`src/rtl/turbo_qpp_addr_gen_p8_pkg.sv`:
```
// Shared constants for the P8 QPP address generator: lane count, widths,
// ROM word field positions and the control FSM encoding.
package turbo_qpp_pkg;
    localparam int N_LANES       = 8;
    localparam int AW            = 13;
    localparam int ROM_WIDTH     = 70;
    localparam int ROM_ADDR_BITS = 10;
    localparam int MAX_IDX       = 564;
    localparam int INIT_CYCLES   = 7;

    localparam int K_MSB  = 69;
    localparam int K_LSB  = 57;
    localparam int F1_MSB = 56;
    localparam int F1_LSB = 48;
    localparam int F2_MSB = 47;
    localparam int F2_LSB = 39;
    localparam int A_MSB  = 38;
    localparam int A_LSB  = 26;
    localparam int B_MSB  = 25;
    localparam int B_LSB  = 13;
    localparam int C_MSB  = 12;
    localparam int C_LSB  = 0;

    typedef enum logic [2:0] {
        ST_IDLE = 3'd0,
        ST_WAIT = 3'd1,
        ST_LOAD = 3'd2,
        ST_INIT = 3'd3,
        ST_RUN  = 3'd4
    } state_t;
endpackage

```
`src/rtl/turbo_qpp_addr_gen_p8_mod_add.sv`:
```
// Modular adder s = (a + b) mod k, valid when both operands are already below k.
module qpp_mod_add
    import turbo_qpp_pkg::*;
(
    input  logic [AW-1:0] a,
    input  logic [AW-1:0] b,
    input  logic [AW-1:0] k,
    output logic [AW-1:0] s
);
    logic [AW:0] sum;
    logic [AW:0] diff;

    assign sum  = {1'b0, a} + {1'b0, b};
    assign diff = sum - {1'b0, k};
    assign s    = (sum >= {1'b0, k}) ? diff[AW-1:0] : sum[AW-1:0];
endmodule

```
`src/rtl/turbo_qpp_addr_gen_p8.sv`:
```
// QPP interleaver address generator: fetches one parameter word from the ROM,
// seeds 8 window lanes, then streams natural/interleaved address beats.
module turbo_qpp_addr_gen_p8
    import turbo_qpp_pkg::*;
(
    input  logic                     clk,
    input  logic                     rst,
    input  logic                     start,
    input  logic [ROM_ADDR_BITS-1:0] k_index,
    output logic [ROM_ADDR_BITS-1:0] rom_addr,
    input  logic [ROM_WIDTH-1:0]     rom_data,
    output logic                     busy,
    output logic                     err,
    output logic                     out_valid,
    input  logic                     out_ready,
    output logic [N_LANES*AW-1:0]    out_nat,
    output logic [N_LANES*AW-1:0]    out_int,
    output logic                     out_last,
    output logic                     done
);
    state_t                   state_reg;
    logic [ROM_ADDR_BITS-1:0] rom_addr_reg;
    logic                     err_reg;
    logic                     done_reg;
    logic                     out_valid_reg;
    logic [AW-1:0]            k_reg;
    logic [AW-1:0]            b_reg;
    logic [AW-1:0]            c_reg;
    logic [AW-1:0]            d_reg;
    logic [AW-1:0]            two_f2_reg;
    logic [9:0]               w_reg;
    logic [9:0]               i_reg;
    logic [2:0]               init_cnt_reg;

    logic [AW-1:0] pi_arr [N_LANES];
    logic [AW-1:0] g_arr  [N_LANES];

    logic [AW-1:0] rom_k, rom_f1, rom_f2, rom_a, rom_b, rom_c;
    logic [2:0]    init_prev;
    logic [AW-1:0] sh_a0, sh_b0, sh_a1, sh_b1, sh_k;
    logic [AW-1:0] sh_s0, sh_s1, sh_s2;
    logic          beat_accept;

    assign rom_k  = rom_data[K_MSB:K_LSB];
    assign rom_f1 = {{(AW-9){1'b0}}, rom_data[F1_MSB:F1_LSB]};
    assign rom_f2 = {{(AW-9){1'b0}}, rom_data[F2_MSB:F2_LSB]};
    assign rom_a  = rom_data[A_MSB:A_LSB];
    assign rom_b  = rom_data[B_MSB:B_LSB];
    assign rom_c  = rom_data[C_MSB:C_LSB];

    assign init_prev   = init_cnt_reg - 3'd1;
    assign beat_accept = (state_reg == ST_RUN) && out_valid_reg && out_ready;

    // LOAD reuses the INIT adders: adder0 gives g0=(f1+f2) mod K, adder1 gives 2f2 mod K.
    always_comb begin
        sh_a0 = pi_arr[init_prev];
        sh_b0 = d_reg;
        sh_a1 = g_arr[init_prev];
        sh_b1 = c_reg;
        sh_k  = k_reg;
        if (state_reg == ST_LOAD) begin
            sh_a0 = rom_f1;
            sh_b0 = rom_f2;
            sh_a1 = rom_f2;
            sh_b1 = rom_f2;
            sh_k  = rom_k;
        end
    end

    qpp_mod_add u_add_pi (.a(sh_a0), .b(sh_b0), .k(sh_k),  .s(sh_s0));
    qpp_mod_add u_add_g  (.a(sh_a1), .b(sh_b1), .k(sh_k),  .s(sh_s1));
    qpp_mod_add u_add_d  (.a(d_reg), .b(b_reg), .k(k_reg), .s(sh_s2));

    always_ff @(posedge clk) begin
        if (rst) begin
            state_reg     <= ST_IDLE;
            rom_addr_reg  <= '0;
            err_reg       <= 1'b0;
            done_reg      <= 1'b0;
            out_valid_reg <= 1'b0;
            k_reg         <= '0;
            b_reg         <= '0;
            c_reg         <= '0;
            d_reg         <= '0;
            two_f2_reg    <= '0;
            w_reg         <= '0;
            i_reg         <= '0;
            init_cnt_reg  <= '0;
        end else begin
            err_reg  <= 1'b0;
            done_reg <= 1'b0;
            case (state_reg)
                ST_IDLE: begin
                    if (start) begin
                        if (k_index != '0 && k_index <= ROM_ADDR_BITS'(MAX_IDX)) begin
                            rom_addr_reg <= k_index;
                            state_reg    <= ST_WAIT;
                        end else begin
                            err_reg <= 1'b1;
                        end
                    end
                end
                ST_WAIT: state_reg <= ST_LOAD;
                ST_LOAD: begin
                    k_reg        <= rom_k;
                    w_reg        <= rom_k[AW-1:3];
                    b_reg        <= rom_b;
                    c_reg        <= rom_c;
                    d_reg        <= rom_a;
                    two_f2_reg   <= sh_s1;
                    i_reg        <= '0;
                    init_cnt_reg <= 3'd1;
                    state_reg    <= ST_INIT;
                end
                ST_INIT: begin
                    d_reg        <= sh_s2;
                    init_cnt_reg <= init_cnt_reg + 3'd1;
                    if (init_cnt_reg == 3'(INIT_CYCLES)) begin
                        state_reg     <= ST_RUN;
                        out_valid_reg <= 1'b1;
                    end
                end
                ST_RUN: begin
                    if (beat_accept) begin
                        if (i_reg == w_reg - 10'd1) begin
                            out_valid_reg <= 1'b0;
                            done_reg      <= 1'b1;
                            state_reg     <= ST_IDLE;
                        end else begin
                            i_reg <= i_reg + 10'd1;
                        end
                    end
                end
                default: state_reg <= ST_IDLE;
            endcase
        end
    end

    genvar gi;
    generate
        for (gi = 0; gi < N_LANES; gi++) begin : g_lane
            logic [AW-1:0] pi_reg, g_reg;
            logic [AW-1:0] pi_next, g_next;

            qpp_mod_add u_run_pi (.a(pi_reg), .b(g_reg),      .k(k_reg), .s(pi_next));
            qpp_mod_add u_run_g  (.a(g_reg),  .b(two_f2_reg), .k(k_reg), .s(g_next));

            always_ff @(posedge clk) begin
                if (rst) begin
                    pi_reg <= '0;
                    g_reg  <= '0;
                end else if (state_reg == ST_LOAD && gi == 0) begin
                    pi_reg <= '0;
                    g_reg  <= sh_s0;
                end else if (state_reg == ST_INIT && init_cnt_reg == 3'(gi)) begin
                    pi_reg <= sh_s0;
                    g_reg  <= sh_s1;
                end else if (beat_accept) begin
                    pi_reg <= pi_next;
                    g_reg  <= g_next;
                end
            end

            assign pi_arr[gi] = pi_reg;
            assign g_arr[gi]  = g_reg;
            assign out_int[gi*AW +: AW] = pi_reg;
            assign out_nat[gi*AW +: AW] = AW'(gi) * {{(AW-10){1'b0}}, w_reg}
                                        + {{(AW-10){1'b0}}, i_reg};
        end
    endgenerate

    assign rom_addr  = rom_addr_reg;
    assign busy      = (state_reg != ST_IDLE);
    assign err       = err_reg;
    assign done      = done_reg;
    assign out_valid = out_valid_reg;
    assign out_last  = out_valid_reg && (i_reg == w_reg - 10'd1);
endmodule

```
`config.mk`:
```
export PLATFORM = sky130hd
export DESIGN_NAME = turbo_qpp_addr_gen_p8
export DESIGN_NICKNAME = d
export VERILOG_FILES = /design/src/rtl/turbo_qpp_addr_gen_p8_pkg.sv /design/src/rtl/turbo_qpp_addr_gen_p8_mod_add.sv /design/src/rtl/turbo_qpp_addr_gen_p8.sv
export SDC_FILE = /design/constraint.sdc
export NUM_CORES = 2
export LEC_CHECK = 0
export CAP_MARGIN = 40
export CORE_MARGIN = 5
export CORE_UTILIZATION = 50
export DETAILED_ROUTE_END_ITERATION = 10
export PLACE_DENSITY = 0.72
export SLEW_MARGIN = 10
export SYNTH_ARGS = -nofsm -noshare
export SYNTH_HDL_FRONTEND = slang
export SYNTH_SLANG_ARGS = --single-unit
```
`constraint.sdc`:
```
create_clock -name clk -period 6.48 [get_ports clk]
set_input_delay 0.648 -clock clk [delete_from_list [all_inputs] [get_ports clk]]
set_output_delay 0.648 -clock clk [all_outputs]
set_load 0.1 [all_outputs]
```
* Word-level counts from Yosys, hierarchy flattened *
Index checks and enable logic that the tools add are counted.

operators by class
  add/subtract/negate cells = 49
  multipliers = 4
  order comparisons = 21
  equality and inequality tests = 18
  mux-type cells = 80
  bitwise operators = 5
  reduce and logical (&&, ||, !) cells = 35

operator list
  kind                                                                    count
  13-bit two-way mux                                                      61
  13-bit by 13-bit adder with 14-bit output                               19
  14-bit by 13-bit >= comparator with 1-bit output                        19
  13-bit subtractor                                                       19
  13-bit binary-select mux with 3-bit select                              2
  13-bit by 10-bit adder with 13-bit output                               3
  12-bit by 10-bit adder with 13-bit output                               2
  3-bit by 10-bit multiplier with 13-bit output (first input constant)    2
  13-bit case mux with 2 select lines                                     1
  2-bit by 10-bit multiplier with 12-bit output (first input constant)    2
  2-bit nonzero test                                                      11
  10-bit two-way mux                                                      2
  10-bit case mux with 2 select lines                                     1
  3-bit equality test (second input constant)                             5
  3-bit two-way mux                                                       5
  3-bit case mux with 5 select lines                                      1
  11-bit by 10-bit adder with 12-bit output                               1
  3-bit by 2-bit equality test with 1-bit output (second input constant)  4
  1-bit logical AND                                                       12
  10-bit by 10-bit adder with 11-bit output                               1
  10-bit by 1-bit adder with 10-bit output (second input constant)        1
  10-bit equality test                                                    1
  10-bit less-or-equal comparator (second input constant)                 1
  10-bit nonzero test                                                     1
  19 further kinds                                                        35

word-level totals
  bits in registers = 312
  input bits = 84
  output and inout port bits = 223
  word-level logic and storage cells = 241

* Depth between registers and ports, before layout *
  word-level depth = 11
  depth in mapped cells = 30
  mapped depth without buffers = 23

* Modules after synthesis *
Synthesis repeated with hierarchy kept, for this count alone.

unflattened totals
  cells, all modules = 6053
  area, all modules = 46474.6 sq um

modules (own cells, without submodules)
  module                 instances  cells an instance  area each (sq um)  sequential area each (sq um)
  qpp_mod_add            19         191                1428.9             0.0
  turbo_qpp_addr_gen_p8  1          2424               19326.0            6246.0

* Least setup slack after synthesis *
OpenSTA, ideal clock, no wires.

  kind = register -> register
  start = register init_cnt_reg[0]
  end = register g_lane[0].g_reg[5]
  setup time = 0.132 ns
  arrival time = 6.709 ns
  required time = 6.348 ns
  path slack = -0.361 ns
  stages on the path, launching flop included = 30
  path buffers = 7
  clock period less this slack = 6.841 ns
  path through = dfxtp_1 clkbuf_1 buf_1 inv_1 ha_1 clkbuf_1 clkbuf_1 mux4_2 nand2_1 a31oi_1 ha_1 fa_1 a21oi_1 nand4b_1 a21boi_0 or2_2 a21oi_1 xnor2_1 ha_1 clkbuf_1 a21oi_1 o21ai_0 o21ai_0 a22oi_1 a31o_2 buf_2 buf_2 mux2_2 a221oi_1 a21oi_1

between the ends
  cells in the longest elaborated chain, start to end = 11
  elaborated cells on any way between the ends = 23
  those cells by class = 5 x add/sub; 2 x order compare; 12 x mux; 1 x bitwise; 3 x reduce/logical

RTL lines
  what                                                                                   RTL line                                                                  text
  start, declared                                                                        turbo_qpp_addr_gen_p8.sv:33                                               logic [2:0] init_cnt_reg;
  start signal, assigned                                                                 turbo_qpp_addr_gen_p8.sv:117                                              init_cnt_reg <= init_cnt_reg + 3'd1;
  3-bit by 1-bit subtractor with 3-bit output                                            turbo_qpp_addr_gen_p8.sv:51                                               assign init_prev = init_cnt_reg - 3'd1;
  3-bit inverter with 4-bit output (implied by the code)                                 turbo_qpp_addr_gen_p8.sv:56, turbo_qpp_addr_gen_p8.sv:58
  13-bit binary-select mux with 3-bit select                                             turbo_qpp_addr_gen_p8.sv:58                                               sh_a1 = g_arr[init_prev];
  13-bit two-way mux (implied by the code) (2 in a row)                                  turbo_qpp_addr_gen_p8.sv:58
  13-bit two-way mux                                                                     turbo_qpp_addr_gen_p8.sv:61                                               if (state_reg == ST_LOAD) begin
  13-bit by 13-bit adder with 14-bit output                                              turbo_qpp_addr_gen_p8_mod_add.sv:13                                       assign sum = {1'b0, a} + {1'b0, b};
  13-bit subtractor or 14-bit by 13-bit >= comparator with 1-bit output (tied branches)  turbo_qpp_addr_gen_p8_mod_add.sv:14, turbo_qpp_addr_gen_p8_mod_add.sv:15
  13-bit two-way mux                                                                     turbo_qpp_addr_gen_p8_mod_add.sv:15                                       assign s = (sum >= {1'b0, k}) ? diff[AW-1:0] : sum[AW-1:0];
  13-bit two-way mux                                                                     turbo_qpp_addr_gen_p8.sv:155                                              end else if (state_reg == ST_INIT && init_cnt_reg == 3'(gi)) begin
  13-bit two-way mux                                                                     turbo_qpp_addr_gen_p8.sv:152                                              end else if (state_reg == ST_LOAD && gi == 0) begin
  end signal, assigned                                                                   turbo_qpp_addr_gen_p8.sv:154                                              g_reg <= sh_s0;
  end signal, assigned                                                                   turbo_qpp_addr_gen_p8.sv:157                                              g_reg <= sh_s1;
  end signal, assigned                                                                   turbo_qpp_addr_gen_p8.sv:160                                              g_reg <= g_next;
  end, declared                                                                          turbo_qpp_addr_gen_p8.sv:142                                              logic [AW-1:0] pi_reg, g_reg;

Parallel ways exist; a longest one is shown, timed or not. The select of a mux whose other input is x is not followed.
A chain may end at the register's enable or synchronous reset.

* Worst setup path after layout *
  start = register init_cnt_reg[1]
  end = register g_lane[1].pi_reg[12]

between the ends
  cells in the longest elaborated chain, start to end = 10
  elaborated cells on any way between the ends = 14
  those cells by class = 3 x add/sub; 1 x order compare; 1 x eq/ne; 6 x mux; 1 x bitwise; 2 x reduce/logical

RTL lines
  what                                                                                   RTL line                                                                  text
  3-bit by 1-bit subtractor with 3-bit output                                            turbo_qpp_addr_gen_p8.sv:51
  3-bit inverter with 4-bit output (implied by the code)                                 turbo_qpp_addr_gen_p8.sv:56                                               sh_a0 = pi_arr[init_prev];
  13-bit binary-select mux with 3-bit select                                             turbo_qpp_addr_gen_p8.sv:56
  13-bit two-way mux (implied by the code) (2 in a row)                                  turbo_qpp_addr_gen_p8.sv:56
  13-bit two-way mux                                                                     turbo_qpp_addr_gen_p8.sv:61
  13-bit by 13-bit adder with 14-bit output                                              turbo_qpp_addr_gen_p8_mod_add.sv:13
  13-bit subtractor or 14-bit by 13-bit >= comparator with 1-bit output (tied branches)  turbo_qpp_addr_gen_p8_mod_add.sv:14, turbo_qpp_addr_gen_p8_mod_add.sv:15
  13-bit two-way mux                                                                     turbo_qpp_addr_gen_p8_mod_add.sv:15
  13-bit two-way mux                                                                     turbo_qpp_addr_gen_p8.sv:155
  end signal, assigned                                                                   turbo_qpp_addr_gen_p8.sv:156                                              pi_reg <= sh_s0;
  end signal, assigned                                                                   turbo_qpp_addr_gen_p8.sv:159                                              pi_reg <= pi_next;
  end, declared                                                                          turbo_qpp_addr_gen_p8.sv:142

Parallel ways exist; a longest one is shown, timed or not. The select of a mux whose other input is x is not followed.

==> metrics.txt <==
Hold Vio Cnt, Final=0; Reg clk slew, reported paths=0.07 ns; Worst R2R Start=init_cnt_reg[1]$_SDFFE_PP0N_; Register-to-Register Path Depth=23; final setup vio count=0; Max VDD drop=0.0002754 V; Die X-Extent=297.4 um; Synth warnings=0; crit end category=flop; crit path kind=flop to flop; Synth top area share=between 15 and 20%; Hold Crit Class=primary input to flop; hold_sp=rst; cells along the critical path=inv_1, ha_2, buf_4, mux4_2, nand2_1, a31oi_1, ha_1, fa_1, a21oi_1, nand4b_1, a21boi_0, or2_2, a21oi_1, xnor2_1, ha_1, a21oi_1, o21ai_0, o21ai_0, a22oi_1, a31o_4, mux2_2, a22o_1, a221o_1; ratio of cells with drive above 1 in the final layout=10.93%; Port Buffers=around 300; vias in the first global route=42220; status=finished, final reports clean; Layout area overhead=22.22%; CTS tree=done; WL final=178400 um; Syn Inst Count=5156; Hold EP=rom_addr[8]$_SDFFE_PP0P_; Final Skew=roughly 0.03 ns; crit-path max FO=17; reg2reg setup slack=about 0.21 ns; XOR/XNOR share of the synthesized area=about a tenth; Critical Path Most Common Cell=a21oi_1; Initial DRC Count=5583; main combinational cell family by area after synthesis=compound AO/OA/AOI/OAI gates; Primary FF master, synth=dfxtp_1; Post-synth EDFFs=0; CP arrival=between 6 and 7 ns; Design Power=approximately 14000 uW; maximum root-to-sink buffer count=3; first-pass GRT wire length=between 200000 and 300000 um; Detail Placement HPWL=between 100000 and 150000 um; worst r2r dst=g_lane[1].pi_reg[12]$_SDFFE_PP0P_; CTS H-Tree Depth=2; largest net degree at the start of global routing=151; Post-Syn Area=between 40000 and 50000 um2; post-synthesis compound-gate area fraction=between 20% and 30%; flops & latches, synth=between 300 and 400; Inserted Clock Buffers=40; highest clock rate=about 160 MHz; DR pass1 iterations=8; simple-gate portion of the synthesized area=15.34%; period utilization=a little over nine tenths; total congestion overflow=0; Least-Margin Pin Slew=between 0.9 and 1 ns; RSZ-0062 raised after global routing=no; post-synthesis mux area share=~7.7%; P_leak=about 0.023 uW; initial antenna violation count=10; WL per Instance=26.55 um; CP max-delay cell=mux2_2; Cell Pwr Density=between 200 and 300 nW/um2; row count=105; post-synthesis adder-cell area fraction=22.12%; Nets=6383; via count=around 45000; clock sinks=around 310; DIE AREA=between 80000 and 90000 um2; clock root buffer=clkbuf_16; Die H=around 300 um; core area=81980 um2; slowest stage delay, CP=between 0.6 and 0.7 ns; Initial Util=between 50 and 60%; Final min period=between 6 and 7 ns; syn_area_per_cell=8.012 um2; asr flop ratio synth=0%; Synth area leader=ha_1; register area share after synthesis=15.12%; Slew Viols, Final=0; Total GRT Usage=38.31%; hold path depth=2; number of max-cap violations=0; setup TNS=0 ns; worst endpoint required time=6.97 ns; ranking of synthesized cells by area=ha_1 18%, dfxtp_1 15%, xnor2_1 6.3%; critical path startpoint category=flop; # DRC=0; Yosys cell types=around 90; worst rel slew slack=roughly a third; cts-stage hold buffer count=0; Top-Level Pins=~310; post-CTS resize count=0; ANT nets after route=0; later-pin clock latency in the skew report=0.60 ns; # Post-CTS Setup Buffers=0; Routability Congestion=just over 1; vias per cell=approximately 6.6
==> metal layers <==
layer / GRT usage, % / up-vias / wire length, um
met4: 26.95 / 14 / 16180
met5: 0 / - / 118
met1: 46.44 / 20920 / 64340
met2: 59.38 / 2837 / 75920
li1: - / 19990 / -
met3: 9.823 / 802 / 21840
==> placed cells by master, fill, tap and decap left out, types with 107 or more instances in the layout <==
cell,count
xnor2_1,299
o21ai_0,269
ha_1,603
buf_4,121
a21o_1,128
a22oi_1,107
nor3_1,109
buf_8,182
a21oi_1,493
xor2_1,141
inv_1,235
dfxtp_1,311
nand2_1,452
nor2_1,411
clkdlybuf4s50_1,286
==> logic make-up (layout without fill, tap and decap cells) <==
kind of cell             after synthesis  in the layout
multiplexers                         237            237
flip-flops                           312            312
adder cells (fa/ha/maj)              683            683
AO/OA/AOI/OAI                       1647           1647
XOR/XNOR                             441            441
AND/OR/NAND/NOR                     1391           1391
other                                  1             10
buffers and inverters                444            928
==> worst max-delay path by stage <==
stage,startpoint,cells after the start,endpoint,slack (ns)
global route,init_cnt_reg[1]$_SDFFE_PP0N_,23,g_lane[0].g_reg[8]$_SDFFE_PP0P_,0.0009
CTS,init_cnt_reg[1]$_SDFFE_PP0N_,23,g_lane[1].pi_reg[12]$_SDFFE_PP0P_,0.25
finish,init_cnt_reg[1]$_SDFFE_PP0N_,23,g_lane[1].pi_reg[12]$_SDFFE_PP0P_,0.21
global placement,init_cnt_reg[1]$_SDFFE_PP0N_,22,g_lane[1].pi_reg[12]$_SDFFE_PP0P_,0.42
floorplan,init_cnt_reg[0]$_SDFFE_PP0N_,29,g_lane[0].g_reg[5]$_SDFFE_PP0P_,0.05
detailed placement,init_cnt_reg[1]$_SDFFE_PP0N_,23,g_lane[1].pi_reg[12]$_SDFFE_PP0P_,0.27
==> synth_stat cells, types with 79 or more instances <==
| library cell | instances |
|---|---|
| clkbuf_1 | 152 |
| nor2_1 | 413 |
| mux2i_1 | 105 |
| xor2_1 | 142 |
| a21oi_1 | 494 |
| ha_1 | 604 |
| dfxtp_1 | 312 |
| o21ai_0 | 269 |
| a22oi_1 | 107 |
| a21o_1 | 128 |
| fa_1 | 79 |
| nand2_1 | 453 |
| xnor2_1 | 299 |
| nor3_1 | 110 |
| inv_1 | 236 |
| nand3_1 | 84 |
==> area by class of cell <==
type                    instances  area (um2)
clock buffers                  55        1160
diodes                          3       7.507
repair buffers                619        7274
multi-input cells            4406       33390
inverters                     237       889.6
fillers                      7048       31490
flip-flops and latches        312        6250
clock inverters                17       175.2
well taps                    1070        1339
==> through the flow <==
| stage | hold slack, ns | util (%) | worst slack, ns | cells | instance area [um2] |
|---|---|---|---|---|---|
| 2_1_floorplan | 0.4313 | - | 0.04753 | 5162 | 41330 |
| 3_3_place_gp | 0.4500 | 55.74 | 0.4247 | 6435 | 45690 |
| 3_5_place_dp | 0.4542 | 59.93 | 0.2675 | 6644 | 49130 |
| 4_1_cts | 0.4320 | 61.56 | 0.2527 | 6716 | 50460 |
| 5_1_grt | 0.4644 | 61.58 | 0.0009424 | 6716 | 50480 |
| 6_report | 0.4314 | 61.59 | 0.2087 | 6719 | 50490 |
==> report_power, final <==
part,internal [uW],total (uW),switching [uW]
Clock,1340,2350,1010
Combinational,3430,9320,5880
Sequential,1990,2150,162
Total,6770,13800,7060
==> worst max-delay path, delay by kind of cell (launching register included) <==
kind                       cells  cell delay, ns
DFF                            1            0.38
AOI/OAI and AO/OA             11            2.29
muxes                          2            1.04
buffers and inverters          2            0.36
xor gates and xnor gates       1            0.20
adders and majority gates      4            1.23
and+or+nand+nor                3            0.64
Note: power is estimated with default switching activity, not from simulation.
